==> config.mk <==
export PLATFORM = sky130hd
export DESIGN_NAME = rx_demux_decoder
export DESIGN_NICKNAME = d
export VERILOG_FILES = /design/src/rtl/rx_demux_decoder.sv
export SDC_FILE = /design/constraint.sdc
export NUM_CORES = 1
export LEC_CHECK = 0
export ABC_AREA = 0
export CORE_ASPECT_RATIO = 0.6
export CORE_UTILIZATION = 52
export CTS_BUF_LIST = sky130_fd_sc_hd__clkbuf_4 sky130_fd_sc_hd__clkbuf_8 sky130_fd_sc_hd__clkbuf_16
export CTS_CLUSTER_SIZE = 16
export DETAILED_ROUTE_END_ITERATION = 10
export DONT_BUFFER_PORTS = 1
export PLACE_DENSITY = 0.66
export SLEW_MARGIN = 0
export SYNTH_ARGS = -nofsm -noshare
export SYNTH_HDL_FRONTEND = slang
export SYNTH_HIERARCHICAL = 1
export SYNTH_SLANG_ARGS = --single-unit
==> constraint.sdc <==
create_clock -name clk -period 2.2 [get_ports clk]
set_input_delay 0.44 -clock clk [delete_from_list [all_inputs] [get_ports clk]]
set_output_delay 0.44 -clock clk [all_outputs]
set_load 0.05 [all_outputs]
==> src/rtl/rx_demux_decoder.sv <==
// Receive-side 2-bit symbol demux: routes symbols by {sB,sA} to two word assemblers, flags 10/11 selects.
// Optional saturating drop counter on port err_count when RX_DEMUX_ERRCNT_EN is defined.

module rx_demux_lane #(
  parameter int SPW = 4,
  parameter int W   = 2*SPW
) (
  input  logic         clk,
  input  logic         rst_n,
  input  logic         hit,
  input  logic         flush,
  input  logic [1:0]   sym,
  output logic [W-1:0] data,
  output logic         valid
);
  localparam int CW = (SPW > 1) ? $clog2(SPW) : 1;

  logic [CW-1:0] cnt;
  logic [W-1:0]  asm_q, asm_nxt;
  logic          last;

  // Assembler above the current slot is always zero, so the final word is asm_nxt as-is.
  always_comb begin
    asm_nxt = asm_q;
    asm_nxt[{cnt, 1'b0} +: 2] = sym;
  end

  assign last = (cnt == CW'(SPW-1));

  always_ff @(posedge clk or negedge rst_n) begin
    if (!rst_n) begin
      cnt   <= '0;
      asm_q <= '0;
      data  <= '0;
      valid <= 1'b0;
    end else begin
      valid <= 1'b0;
      if (flush) begin
        cnt   <= '0;
        asm_q <= '0;
      end else if (hit) begin
        if (last) begin
          data  <= asm_nxt;
          valid <= 1'b1;
          cnt   <= '0;
          asm_q <= '0;
        end else begin
          cnt   <= cnt + CW'(1);
          asm_q <= asm_nxt;
        end
      end
    end
  end
endmodule

module rx_demux_decoder #(
  parameter  int SYMS_PER_WORD = 4,
  localparam int W             = 2*SYMS_PER_WORD
) (
  input  logic         clk,
  input  logic         rst_n,
  input  logic         sB,
  input  logic         sA,
  input  logic [1:0]   sym_in,
  input  logic         sym_valid,
  input  logic         flush,
  output logic [W-1:0] ch0_data,
  output logic         ch0_valid,
  output logic [W-1:0] ch1_data,
  output logic         ch1_valid,
  output logic         err_sel
`ifdef RX_DEMUX_ERRCNT_EN
  , output logic [7:0] err_count
`endif
);
  logic [1:0][W-1:0] data;
  logic [1:0]        valid;
  logic              accept;

  assign accept = sym_valid & ~flush;

  for (genvar c = 0; c < 2; c++) begin : g_lane
    rx_demux_lane #(.SPW(SYMS_PER_WORD), .W(W)) u_lane (
      .clk   (clk),
      .rst_n (rst_n),
      .hit   (accept && ({sB, sA} == 2'(c))),
      .flush (flush),
      .sym   (sym_in),
      .data  (data[c]),
      .valid (valid[c])
    );
  end

  assign ch0_data  = data[0];
  assign ch0_valid = valid[0];
  assign ch1_data  = data[1];
  assign ch1_valid = valid[1];

  always_ff @(posedge clk or negedge rst_n) begin
    if (!rst_n) err_sel <= 1'b0;
    else        err_sel <= accept & sB;
  end

`ifdef RX_DEMUX_ERRCNT_EN
  always_ff @(posedge clk or negedge rst_n) begin
    if (!rst_n)                                err_count <= 8'h00;
    else if (flush)                            err_count <= 8'h00;
    else if (accept && sB && err_count != 8'hFF) err_count <= err_count + 8'h01;
  end
`endif
endmodule

; ---- Yosys cells after proc, flatten, opt, wreduce, memory -nomap -nowiden
; Cells that the tools add are included.
[op_classes]
add_sub_neg = 4
n_eq_ne = 3
n_shift = 4
n_mux = 20
n_bitwise = 3
reduce_logical = 7
[op_table]
columns = cell, count
row1 = $mux W8, 6
row2 = $bwmux W8, 2
row3 = $shift A2 B5 Y8 const A, 2
row4 = $shiftx A2 B5 Y8, 2
row5 = $mux W2, 6
row6 = $neg A3 Y5, 2
row7 = $mux W1, 6
row8 = $reduce_and A3 Y1, 2
row9 = $add A2 B1 Y2 const B, 2
row10 = $eq A2 B2 Y1 const B, 2
row11 = $reduce_bool A2 Y1, 2
row12 = $and A1 B1 Y1, 2
row13 = $eq A2 B1 Y1 const B, 1
row14 = $logic_and A1 B1 Y1, 2
row15 = $logic_not A2 Y1, 1
row16 = $not A1 Y1, 1
[totals]
register_bits = 39
inputBits = 8
output_inout_bits = 19
word_cells = 50

; ---- Depth between registers and ports, before layout
[depth]
depth_word = 6
ltp_mapped = 7
mapped_depth_nobuf = 5

; ---- By module
; Netlist, hierarchy kept.
[modules_own_cells]
columns = module, n_inst, cells_each, area_per_inst_um2, seq_area_each_um2
row1 = rx_demux_lane at g_lane[1].u_lane, 1, 97, 1046.0, 475.5
row2 = rx_demux_lane at g_lane[0].u_lane, 1, 93, 1008.5, 475.5
row3 = rx_demux_decoder, 1, 4, 61.3, 25.0

; ---- Least setup slack after synthesis
; OpenSTA, ideal clock, no wires.
[synth_path]
kind = flip-flop to flip-flop
start = reg g_lane[1].u_lane.cnt[0]
end = reg g_lane[1].u_lane.asm_q[4]
setup_time_ns = 0.122
arrival_ns = 1.517
t_required_ns = 2.078
setup_slack_ns = 0.561
path_stages_with_launch = 6
n_path_buf = 0
period_less_slack_ns = 1.639
path_cell_list = dfrtp_1 > inv_1 > ha_1 > and4bb_1 > and2_1 > a32o_1
[synth_between]
elab_chain_len = 6
elab_cells_between_ends = 8
classes_between = 1 x add/sub / 1 x eq/ne / 2 x shift / 4 x mux
[synth_lines]
columns = item, line_no
row1 = start: declaration, 18  ; logic [CW-1:0] cnt;
row2 = start signal: assignment, 48  ; cnt <= cnt + CW'(1);
row3 = $neg A3 Y5, 25  ; asm_nxt[{cnt, 1'b0} +: 2] = sym;
row4 = $shiftx A2 B5 Y8 or $shift A2 B5 Y8 (tied branches), 25
row5 = $bwmux W8, 25
row6 = $mux W8 (*), 42  ; if (last) begin
row7 = $mux W8 (*), 41  ; end else if (hit) begin
row8 = $mux W8 (*), 38  ; if (flush) begin
row9 = end signal: assignment, 49  ; asm_q <= asm_nxt;
row10 = end: declaration, 19  ; logic [W-1:0] asm_q, asm_nxt;
; Mark *: on every way between the ends. The rest lies on a longest branch, timed or not. The select of a mux whose other input is x is not followed.
; A chain may end at the register's enable or synchronous reset.

; ---- Final worst setup path
[layout_path]
start = reg g_lane[1].u_lane.cnt[0]
end = reg g_lane[1].u_lane.data[7]
[layout_between]
elab_chain_len = 3
elab_cells_between_ends = 6
classes_between = 1 x add/sub / 1 x eq/ne / 2 x shift / 1 x mux / 1 x reduce/logical
[layout_lines]
columns = item, line_no
row1 = $neg A3 Y5, 25
row2 = $shiftx A2 B5 Y8 or $shift A2 B5 Y8 (tied branches), 25
row3 = $bwmux W8, 25
row4 = end signal: assignment, 43  ; data <= asm_nxt;
row5 = end: declaration, 13  ; output logic [W-1:0] data,
; Parallel ways exist; a longest one is shown, timed or not.

==> impl_metrics.csv <==
group,metric,value,unit
outcome,status,"finished, violations left",
outcome,violations,"DRC",
worst_setup_path,r2r-start,"g_lane[1].u_lane/cnt[0]$_DFFE_PN0P_",
sta,finalSetupViolCount,0,
sta,drv_slew,0,
floorplan,ioPinCount,27,
finish,drive_gt1_share,11.6,%
worst_setup_path,reg2reg_depth,5,
global_routing,grt_overflow,0,
yosys,yosys_warnings,6,
sta,fin_crit,1.86,ns
route,viasPerCell,5.74,
yosys,ys_ff_latch,39,
sta,rsz0062_at_grt,"no",
worst_setup_path,cpPeakStageDelay,0.48,ns
power,p_leak,1.02,nW
route,via_count,1406,
worst_setup_path,cp-start-kind,"flop",
power,powerDensity,577,nW/um^2
finish,diodes,0,
worst_setup_path,path_cells,"inv_1 -> ha_1 -> nor3b_1 -> a21oi_1 -> a21oi_2",
clocking,path_clk_slew,0.08,ns
route,postRouteAntennaNets,0,
finish,fill_cells,320,
sta,max_freq,537,MHz
sta,timing.final.ws_setup,0.337,ns
worst_setup_path,worstSetupPathType,"reg -> reg",
sta,worst_pin_slew,0.574,ns
global_routing,grt_max_degree,40,
placement,numPortBuffers,0,
worst_setup_path,crit_buf_inv,1,
sta,hold_viol_final,0,
worst_setup_path,endpoint,"g_lane[1].u_lane/data[7]$_DFFE_PN0P_",
worst_setup_path,arrival,2.08,ns
clocking,cts_tree,"yes",
global_routing,grt_pass1_wl,6.58,mm
worst_setup_path,cp.required,2.41,ns
power,p_switching,0.000304,W
placement,gp_congestion,0.788,
route,drt-initial-drc-count,87,
clocking,clk_latency,0.29,ns
power,p_clk_share,37.3,%
clocking,cts_buffer_depth,2,
power,peakVddDrop,0.000303,V
worst_setup_path,cp_slowest_cell,"dfrtp_1",
placement,placed_cell_area,2090,sq um
finish,post-route-cell-area,2210,sq um
floorplan,coreArea,3790,sq um
yosys,syn_avg_cell_area,10.9,sq um
sta,skew,0.00869,ns
global_routing,grt_usage,20.6,%
yosys,mappedNetlistNets,214,
run,drv_cap,0,
yosys,syn-cell-area,2120,sq um
floorplan,die_area,4340,sq um
worst_setup_path,r2r_slack,0.34,ns
worst_setup_path,cp-end-kind,"flop",
sta,hold_slack,0.210,ns
floorplan,rows,17,
floorplan,die_h,51.4,um
sta,max-slew-margin-rel,61.8,%
worst_setup_path,path_max_fanout,9,
power,p_sw_share,23.9,%
sta,period_share,84.7,%
worst_setup_path,startpoint,"g_lane[1].u_lane/cnt[0]$_DFFE_PN0P_",
clocking,cts_sinks,39,
clocking,cts-root-buf,"clkbuf_8",
floorplan,start_util,55.9,%
clocking,cts_buffers,5,
yosys,ys_types,30,
min_path,hp-class,"in -> reg",
placement,pre_cts_ws,0.399,ns
route,drc_errors,8,
worst_setup_path,critical_path_cell_count,5,
power,p_comb_share,5.6,%
route,routedWlPerCell,16.5,um
finish,area_growth,4.38,%
finish,final_cell_mix,"39 x dfrtp_1, 27 x a21oi_1, 25 x nor2_1",
route,wirelength,4.04,mm
clocking,h-tree-depth,2,
global_routing,grt_pass1_vias,1316,
worst_setup_path,crit_family,"flip-flops",
worst_setup_path,r2r_end,"g_lane[1].u_lane/data[7]$_DFFE_PN0P_",
global_routing,antenna_found_initial,0,
finish,final_common_cell,"dfrtp_1",
route,drt_pass1_iterations,7,
yosys,syn_inst,194,
placement,hpwl,2.85,mm
power,p_seq_share,57.2,%
finish,fin_nets,217,
floorplan,die_w,84.4,um
yosys,yosysSeqAreaShare,46.1,%
power,cellInternalPower,0.000969,W
sta,setup_tns,0,ns
power by group through the flow:
stage                logic, W  clock network (W)  registers (W)
floorplan           0.0000482                  0       0.000741
global placement    0.0000495                  0       0.000742
detailed placement  0.0000509                  0       0.000742
CTS                 0.0000716           0.000493       0.000728
global route        0.0000791           0.000526       0.000729
finish              0.0000711           0.000474       0.000728
cells by family after synthesis:
family	share of synthesized area, %
muxes	1.42
and+or+nand+nor	22.0
adders and majority gates	7.10
DFF	46.1
AOI/OAI and AO/OA	17.3
xor gates and xnor gates	0.414
buffers and inverters	5.62
synth_stat cells (all sizes together):
cell / instances / area [sq um]
dfrtp: 39 / 976
a21oi: 30 / 161
nor2: 28 / 113
nor2b: 16 / 100
ha: 12 / 150
buf: 8 / 100
a22o: 7 / 61.3
a32o: 7 / 70.1
and3b: 7 / 61.3
o21a: 7 / 52.6
and4bb: 5 / 62.6
inv: 5 / 18.8
and2: 4 / 25.0
mux2i: 3 / 30.0
nand3: 3 / 15.0
nor3b: 3 / 45.1
nand2: 2 / 7.51
nand3b: 2 / 15.0
a21boi: 1 / 7.51
a32oi: 1 / 8.76
and3: 1 / 6.26
nor4b: 1 / 15.0
o21ai: 1 / 5.00
xnor2: 1 / 8.76
stage by stage:
step	instances	utilization, %	total power [W]
6_report	245	58.3	0.00127
5_1_grt	245	58.3	0.00133
2_1_floorplan	194	-	0.000789
3_3_place_gp	235	55.2	0.000791
3_5_place_dp	235	55.2	0.000793
4_1_cts	245	58.3	0.00129
area by class of cell:
type	count	area (sq um)	area share [%]
tap	47	58.8	2.66
sequential	39	976	44.2
clock inverter	3	20.0	0.907
multi-input combinational	142	1020	46.2
clock buffer	5	68.8	3.12
timing repair buffer	4	45.0	2.04
inverter	5	18.8	0.850
per-layer routing:
layer | part of all wire, % | global-route usage (%)
met1 | 57 | 32.7
met2 | 37 | 25.8
met3 | 4.9 | 6.30
met4 | 0.97 | 5.93
met5 | 0 | 0
timing repair:
action | 4_1_cts | 5_1_grt
hold buffers | 2 | 0
gates resized for setup | 0 | 0
setup buffers | 0 | 0
hold endpoints to repair | 39 | 0
how the worst min path moves through the flow:
stage | end | start | cells past startpoint | slack [ns]
6_report | g_lane[1].u_lane/cnt[0]$_DFFE_PN0P_ | flush | 1 | 0.21
5_1_grt | g_lane[1].u_lane/cnt[0]$_DFFE_PN0P_ | flush | 1 | 0.19
4_1_cts | g_lane[1].u_lane/cnt[0]$_DFFE_PN0P_ | flush | 1 | 0.20
3_5_place_dp | g_lane[1].u_lane/cnt[1]$_DFFE_PN0P_ | rst_n | 0 | 0.15
3_3_place_gp | g_lane[1].u_lane/cnt[1]$_DFFE_PN0P_ | rst_n | 0 | 0.15
2_1_floorplan | err_sel$_DFF_PN0_ | rst_n | 0 | 0.14
registers in the layout (all words and copies together) (netlist names):
| name | count |
|---|---|
| g_lane.u_lane/cnt | 4 |
| g_lane.u_lane/asm_q | 16 |
| g_lane.u_lane/valid | 2 |
| err_sel | 1 |
| g_lane.u_lane/data | 16 |
(Power assumes the default switching activity.)
